`config.mk`:
```
export PLATFORM = sky130hd
export DESIGN_NAME = stream_frame_capture_flat
export DESIGN_NICKNAME = d
export VERILOG_FILES = /design/src/rtl/lockin_pkg.sv /design/src/rtl/stream_frame_capture_if.sv /design/src/rtl/frame_buffer_ram.sv /design/src/rtl/stream_frame_capture.sv /design/src/flat_wrapper.sv
export SDC_FILE = /design/constraint.sdc
export NUM_CORES = 2
export LEC_CHECK = 0
export CAP_MARGIN = 20
export CORE_MARGIN = 2
export CORE_UTILIZATION = 55
export DETAILED_ROUTE_END_ITERATION = 8
export GPL_ROUTABILITY_DRIVEN = 0
export PLACE_DENSITY = 0.71
export SKIP_LAST_GASP = 1
export SYNTH_ARGS = -nofsm -noshare
export SYNTH_HDL_FRONTEND = slang
export SYNTH_SLANG_ARGS = --single-unit
```
`constraint.sdc`:
```
create_clock -name clk -period 10.32 [get_ports clk]
set_clock_uncertainty 0.1 [all_clocks]
set_input_delay 2.064 -clock clk [delete_from_list [all_inputs] [get_ports clk]]
set_output_delay 2.064 -clock clk [all_outputs]
set_load 0.005 [all_outputs]
```
`src/rtl/lockin_pkg.sv`:
```
// rtl/lockin_pkg.sv - shared widths and capture-state encoding for the lock-in datapath
package lockin_pkg;

  localparam int Q_signal = 16;
  localparam int Q_out_ca = 27;

  typedef enum logic [1:0] {
    IDLE    = 2'd0,
    ARMED   = 2'd1,
    CAPTURE = 2'd2,
    DONE    = 2'd3
  } capture_state_t;

endpackage

```
`src/rtl/stream_frame_capture_if.sv`:
```
// rtl/stream_frame_capture_if.sv - sample stream, read port and status bundle of the frame capture
interface stream_frame_capture_if #(
  parameter int Q_in = 27,
  parameter int AW   = 7
);

  logic            arm;
  logic [Q_in-1:0] x;
  logic            x_valid;
  logic [AW-1:0]   rd_addr;
  logic            rd_en;
  logic [Q_in-1:0] rd_data;
  logic            rd_valid;
  logic            busy;
  logic            frame_done;
  logic [Q_in-1:0] x_min;
  logic [Q_in-1:0] x_max;
  logic [Q_in-1:0] p2p;
  logic [15:0]     overrun_cnt;

  modport master (
    output arm, x, x_valid, rd_addr, rd_en,
    input  rd_data, rd_valid, busy, frame_done, x_min, x_max, p2p, overrun_cnt
  );

  modport slave (
    input  arm, x, x_valid, rd_addr, rd_en,
    output rd_data, rd_valid, busy, frame_done, x_min, x_max, p2p, overrun_cnt
  );

endinterface

```
`src/rtl/frame_buffer_ram.sv`:
```
// rtl/frame_buffer_ram.sv - simple dual-port frame buffer with registered read data
module frame_buffer_ram #(
  parameter int DEPTH = 128,
  parameter int WIDTH = 27,
  parameter int AW    = $clog2(DEPTH)
) (
  input  logic             clk,
  input  logic             reset_n,
  input  logic             we,
  input  logic [AW-1:0]    waddr,
  input  logic [WIDTH-1:0] wdata,
  input  logic             re,
  input  logic [AW-1:0]    raddr,
  output logic [WIDTH-1:0] rdata
);

  logic [WIDTH-1:0] mem [DEPTH];

  always_ff @(posedge clk) begin
    if (we) begin
      mem[waddr] <= wdata;
    end
  end

  // Only the output register is cleared; the array itself is left undefined by reset.
  always_ff @(posedge clk or negedge reset_n) begin
    if (!reset_n) begin
      rdata <= '0;
    end else if (re) begin
      rdata <= mem[raddr];
    end
  end

endmodule

```
`src/rtl/stream_frame_capture.sv`:
```
// rtl/stream_frame_capture.sv - captures one M-sample frame of the averaged stream with min/max/p2p tracking
module stream_frame_capture
  import lockin_pkg::*;
#(
  parameter int M    = 128,
  parameter int Q_in = Q_out_ca
) (
  input  logic                   clk,
  input  logic                   reset_n,
  stream_frame_capture_if.slave  bus
);

  localparam int            AW   = $clog2(M);
  localparam logic [AW-1:0] LAST = AW'(M - 1);

  capture_state_t  state, state_nxt;
  logic [AW-1:0]   wr_ptr, wr_ptr_nxt;
  logic            we;
  logic [AW-1:0]   waddr;
  logic            first_sample;
  logic            clr_ovr;
  logic            inc_ovr;
  logic [Q_in-1:0] x_min, x_max, p2p;
  logic [15:0]     overrun_cnt;
  logic            rd_valid;

  always_ff @(posedge clk or negedge reset_n) begin
    if (!reset_n) begin
      state  <= IDLE;
      wr_ptr <= '0;
    end else begin
      state  <= state_nxt;
      wr_ptr <= wr_ptr_nxt;
    end
  end

  // arm has priority over a coincident sample in every state.
  always_comb begin
    state_nxt    = state;
    wr_ptr_nxt   = wr_ptr;
    we           = 1'b0;
    waddr        = wr_ptr;
    first_sample = 1'b0;
    clr_ovr      = 1'b0;
    inc_ovr      = 1'b0;
    case (state)
      IDLE: begin
        if (bus.arm) begin
          state_nxt  = ARMED;
          wr_ptr_nxt = '0;
        end
      end
      ARMED: begin
        if (bus.arm) begin
          wr_ptr_nxt = '0;
        end else if (bus.x_valid) begin
          we           = 1'b1;
          waddr        = '0;
          first_sample = 1'b1;
          wr_ptr_nxt   = AW'(1);
          state_nxt    = CAPTURE;
        end
      end
      CAPTURE: begin
        if (bus.arm) begin
          wr_ptr_nxt = '0;
          state_nxt  = ARMED;
        end else if (bus.x_valid) begin
          we = 1'b1;
          if (wr_ptr == LAST) begin
            wr_ptr_nxt = '0;
            state_nxt  = DONE;
          end else begin
            wr_ptr_nxt = wr_ptr + 1'b1;
          end
        end
      end
      DONE: begin
        if (bus.arm) begin
          clr_ovr    = 1'b1;
          wr_ptr_nxt = '0;
          state_nxt  = ARMED;
        end else if (bus.x_valid) begin
          inc_ovr = 1'b1;
        end
      end
      default: begin
        state_nxt  = IDLE;
        wr_ptr_nxt = '0;
      end
    endcase
  end

  // p2p lags x_min/x_max by one cycle; it settles the cycle after DONE is entered.
  always_ff @(posedge clk or negedge reset_n) begin
    if (!reset_n) begin
      x_min <= '0;
      x_max <= '0;
      p2p   <= '0;
    end else begin
      p2p <= x_max - x_min;
      if (we) begin
        if (first_sample || bus.x < x_min) begin
          x_min <= bus.x;
        end
        if (first_sample || bus.x > x_max) begin
          x_max <= bus.x;
        end
      end
    end
  end

  always_ff @(posedge clk or negedge reset_n) begin
    if (!reset_n) begin
      overrun_cnt <= '0;
      rd_valid    <= 1'b0;
    end else begin
      rd_valid <= bus.rd_en;
      if (clr_ovr) begin
        overrun_cnt <= '0;
      end else if (inc_ovr && overrun_cnt != 16'hFFFF) begin
        overrun_cnt <= overrun_cnt + 16'd1;
      end
    end
  end

  frame_buffer_ram #(
    .DEPTH (M),
    .WIDTH (Q_in),
    .AW    (AW)
  ) u_ram (
    .clk     (clk),
    .reset_n (reset_n),
    .we      (we),
    .waddr   (waddr),
    .wdata   (bus.x),
    .re      (bus.rd_en),
    .raddr   (bus.rd_addr),
    .rdata   (bus.rd_data)
  );

  assign bus.rd_valid    = rd_valid;
  assign bus.busy        = (state == ARMED) || (state == CAPTURE);
  assign bus.frame_done  = (state == DONE);
  assign bus.x_min       = x_min;
  assign bus.x_max       = x_max;
  assign bus.p2p         = p2p;
  assign bus.overrun_cnt = overrun_cnt;

endmodule

```
`src/flat_wrapper.sv`:
```
// flat-port wrapper written by rule: the top's interface ports become plain ports
module stream_frame_capture_flat import lockin_pkg::*;
#(
  parameter int M    = 128,
  parameter int Q_in = Q_out_ca
)
  (clk, reset_n, bus_arm, bus_x, bus_x_valid, bus_rd_addr, bus_rd_en, bus_rd_data, bus_rd_valid, bus_busy, bus_frame_done, bus_x_min, bus_x_max, bus_p2p, bus_overrun_cnt);
  stream_frame_capture_if #(.Q_in(Q_in), .AW((7))) bus_i ();
  input  logic clk;
  input  logic reset_n;
  input wire logic [$bits(bus_i.arm)-1:0] bus_arm;
  input wire logic [$bits(bus_i.x)-1:0] bus_x;
  input wire logic [$bits(bus_i.x_valid)-1:0] bus_x_valid;
  input wire logic [$bits(bus_i.rd_addr)-1:0] bus_rd_addr;
  input wire logic [$bits(bus_i.rd_en)-1:0] bus_rd_en;
  output wire logic [$bits(bus_i.rd_data)-1:0] bus_rd_data;
  output wire logic [$bits(bus_i.rd_valid)-1:0] bus_rd_valid;
  output wire logic [$bits(bus_i.busy)-1:0] bus_busy;
  output wire logic [$bits(bus_i.frame_done)-1:0] bus_frame_done;
  output wire logic [$bits(bus_i.x_min)-1:0] bus_x_min;
  output wire logic [$bits(bus_i.x_max)-1:0] bus_x_max;
  output wire logic [$bits(bus_i.p2p)-1:0] bus_p2p;
  output wire logic [$bits(bus_i.overrun_cnt)-1:0] bus_overrun_cnt;
  assign bus_i.arm = bus_arm;
  assign bus_i.x = bus_x;
  assign bus_i.x_valid = bus_x_valid;
  assign bus_i.rd_addr = bus_rd_addr;
  assign bus_i.rd_en = bus_rd_en;
  assign bus_rd_data = bus_i.rd_data;
  assign bus_rd_valid = bus_i.rd_valid;
  assign bus_busy = bus_i.busy;
  assign bus_frame_done = bus_i.frame_done;
  assign bus_x_min = bus_i.x_min;
  assign bus_x_max = bus_i.x_max;
  assign bus_p2p = bus_i.p2p;
  assign bus_overrun_cnt = bus_i.overrun_cnt;
  stream_frame_capture #(.M(M), .Q_in(Q_in)) u_core (.clk(clk), .reset_n(reset_n), .bus(bus_i));
endmodule
```
==> run metrics <==
worst slew pin tran ~1200 ps; Post-Synth Simple-Gate Area under 10%; Post-synth EDFFs ~3500; register area between 0.1 and 0.15 mm2; setup violators final 0; PwrDens just over 200 mW/mm2; Max IR drop VDD between 0.00015 and 0.0002 V; later-pin clock latency in the skew report roughly 970 ps; final instance area 0.158 mm2; Worst Path Required between 10000 and 15000 ps; largest net degree at the start of global routing roughly 120; clk root buf clkbuf_16; post-route ant nets 0; Slew Limit Fails 0; IO Pins approximately 170; cells after synthesis between 6000 and 7000; vias in the first global route ~70000; footprint of the multi-input gates about 0.032 mm2; die span in y approximately 500 um; NumNets Final 6993; post-route setup slack ~4200 ps; RSZ-0062 raised after global routing no; All-Layer GR Usage between 20 and 30%; number of synthesized register bits ~3600; clk buf depth 4; global-route wire length before repair about 530000 um; Synth Cell Area between 0.1 and 0.15 mm2; Worst Setup SP bus_x_valid; xor/xnor cell area share of the yosys netlist less than 1%; CTS tree built; endpoints failing hold 0; First DRT Iteration DRCs ~12000; vias roughly 71000; CP Launch Type input port; relative slew slack between 10% and 20%; synth unique cells 72; total CTS buffers around 370; Layout Cells excl Fill roughly 11000; syn nets around 6600; final setup TNS 0 ps; drt first pass iters 8; top_reg_cell synth edfxtp_1; CP arrival roughly 6700 ps; placed insts between 9000 and 10000; final core utilization between 60% and 70%; Initial Util between 50% and 60%; maxcap violations 0; # Post-CTS Setup Buffers 0; Avg Cell Area, Syn roughly 22 um2; HP Class flip-flop to flip-flop; Worst Setup End Kind flip-flop; final critical-path share of the clock period 59.5%; clock sink count approximately 3600; fin crit period a little over 6000 ps; initial antenna violation count 36; Crit Path Category input port to flip-flop; vias per cell 6.78; f_max between 150 and 200 MHz; Rows around 190; Post-Synth Adder-Cell Area 0.774%; Post-synth ARST share roughly 3.7%; post-DR wirelength/cell between 30 and 40 um; status completed; CP max FO 17; Min Hold Slack between 400 and 500 ps; core area approximately 0.25 mm2; H-tree lvl count 5; grt total ovfl 0; Tot Pwr ~33 mW; post-detailed-routing wire length 381000 um; Reg clk slew, reported paths 60 ps; Hold Buf Count CTS 0; DIE WIDTH about 500 um; # fillers ~17000; Die Area 0.259 mm2; mux share of post-synthesis cell area roughly 16%; Synth Warn # 0; sequential area share after synthesis 76.5%; Layout area overhead 12.7%; Leak between 50 and 60 nW; pre-CTS setup slack 3320 ps; main combinational cell family by area after synthesis multiplexers; RR Startpoint u_core.state[0]$_DFFE_PN0P_; post-CTS sizing 0; dpl cell area between 0.1 and 0.15 mm2; compound-cell area share of the yosys netlist ~2.5%; residual DRC count 0; PortBufs approximately 170; HPWL Detailed 224000 um; layout cells sized above 1 25.4%; critical hold path startpoint u_core.bus.x_min[19]$_DFFE_PN0P_
routing by layer:
| layer | routed length, um | global-route usage, % |
|---|---|---|
| met3 | 47900 | 7.59 |
| met2 | 177000 | 44.4 |
| met1 | 140000 | 42.2 |
| met4 | 15800 | 10.7 |
| met5 | 86 | 0 |
final timing paths:
path | endpoint | slack [ps] | cells after the start
max | u_core.u_ram.mem[13][9]$_DFFE_PP_ | 4180 | 8
max reg2reg | u_core.u_ram.mem[13][9]$_DFFE_PP_ | 5290 | 8
min in group asynchronous | u_core.bus.p2p[22]$_DFF_PN0_ | 1130 | 1
max in group asynchronous | u_core.state[1]$_DFFE_PN0P_ | 7530 | 2
min reg2reg | u_core.bus.x_min[19]$_DFFE_PN0P_ | 430 | 1
min | u_core.bus.x_min[19]$_DFFE_PN0P_ | 430 | 1
layout make-up:
type                    instances  area share [%]
flip-flops and latches       3590            67.9
repair buffers                323            1.98
multi-input cells            2509            20.0
well taps                    3366            2.67
clock buffers                 454            6.12
clock inverters               195            1.11
inverters                      76           0.189
diodes                         11          0.0174
state kept, by name, indices dropped and copies added (netlist names), 2 cells and up:
name / flops
u_core.bus.overrun_cnt: 16
u_core.bus.p2p: 27
u_core.bus.x_max: 27
u_core.bus.x_min: 27
u_core.state: 2
u_core.u_ram.mem: 3456
u_core.u_ram.rdata: 27
u_core.wr_ptr: 7
where the power goes:
part	switching, mW	internal [mW]
Combinational	2.09	1.44
Clock	5.42	7.37
Sequential	0.229	16.2
Total	7.74	25.0
cells by family after synthesis:
logic type               after synthesis
multiplexers                        1135
AND/OR/NAND/NOR                      715
XOR/XNOR                              38
flip-flops                          3590
AO/OA/AOI/OAI                        535
adder cells (fa/ha/maj)               86
buffers and inverters                412
worst max-delay path, cell delays in order:
cell             delay (ps)
clkdlybuf4s50_1         510
nor2b_1                 510
buf_4                   280
and2_1                  520
nand4_1                1010
buf_4                   660
nor2_2                  670
buf_4                   400
cell usage after synthesis, drive strengths merged, types with 76 or more instances:
| cell type | count | area share, % |
|---|---|---|
| ha | 85 | 0.76 |
| clkbuf | 124 | 0.33 |
| o22ai | 96 | 0.43 |
| a21oi | 117 | 0.42 |
| mux2i | 174 | 1.2 |
| o21ai | 91 | 0.33 |
| mux4 | 896 | 14 |
| edfxtp | 3456 | 74 |
| nor2 | 265 | 0.71 |
| nand2 | 256 | 0.69 |
| dfrtp | 134 | 2.4 |
| inv | 76 | 0.20 |
| buf | 212 | 1.0 |
placed cells by master, fill, tap and decap left out, types with 21 or more instances in the layout:
master	Yosys	layout
edfxtp_1	3456	3456
mux4_2	896	896
clkbuf_16	0	372
nand2_1	256	252
mux2i_1	174	174
buf_4	55	156
nor2_1	265	137
dfrtp_1	134	134
clkdlybuf4s50_1	0	130
a21oi_1	117	116
nor2_4	0	114
o22ai_1	96	96
ha_1	85	85
o21ai_0	85	84
clkbuf_1	124	78
inv_1	74	73
clkinv_2	0	73
mux2_2	65	65
clkinv_1	0	64
o221ai_1	48	48
and3_1	34	34
a31oi_1	32	32
nand3_1	31	31
a22oi_1	30	30
bufinv_16	0	30
nor3_1	29	29
a21o_1	24	24
buf_12	0	24
nand4_1	21	21
Note: power is estimated with default switching activity, not from simulation.
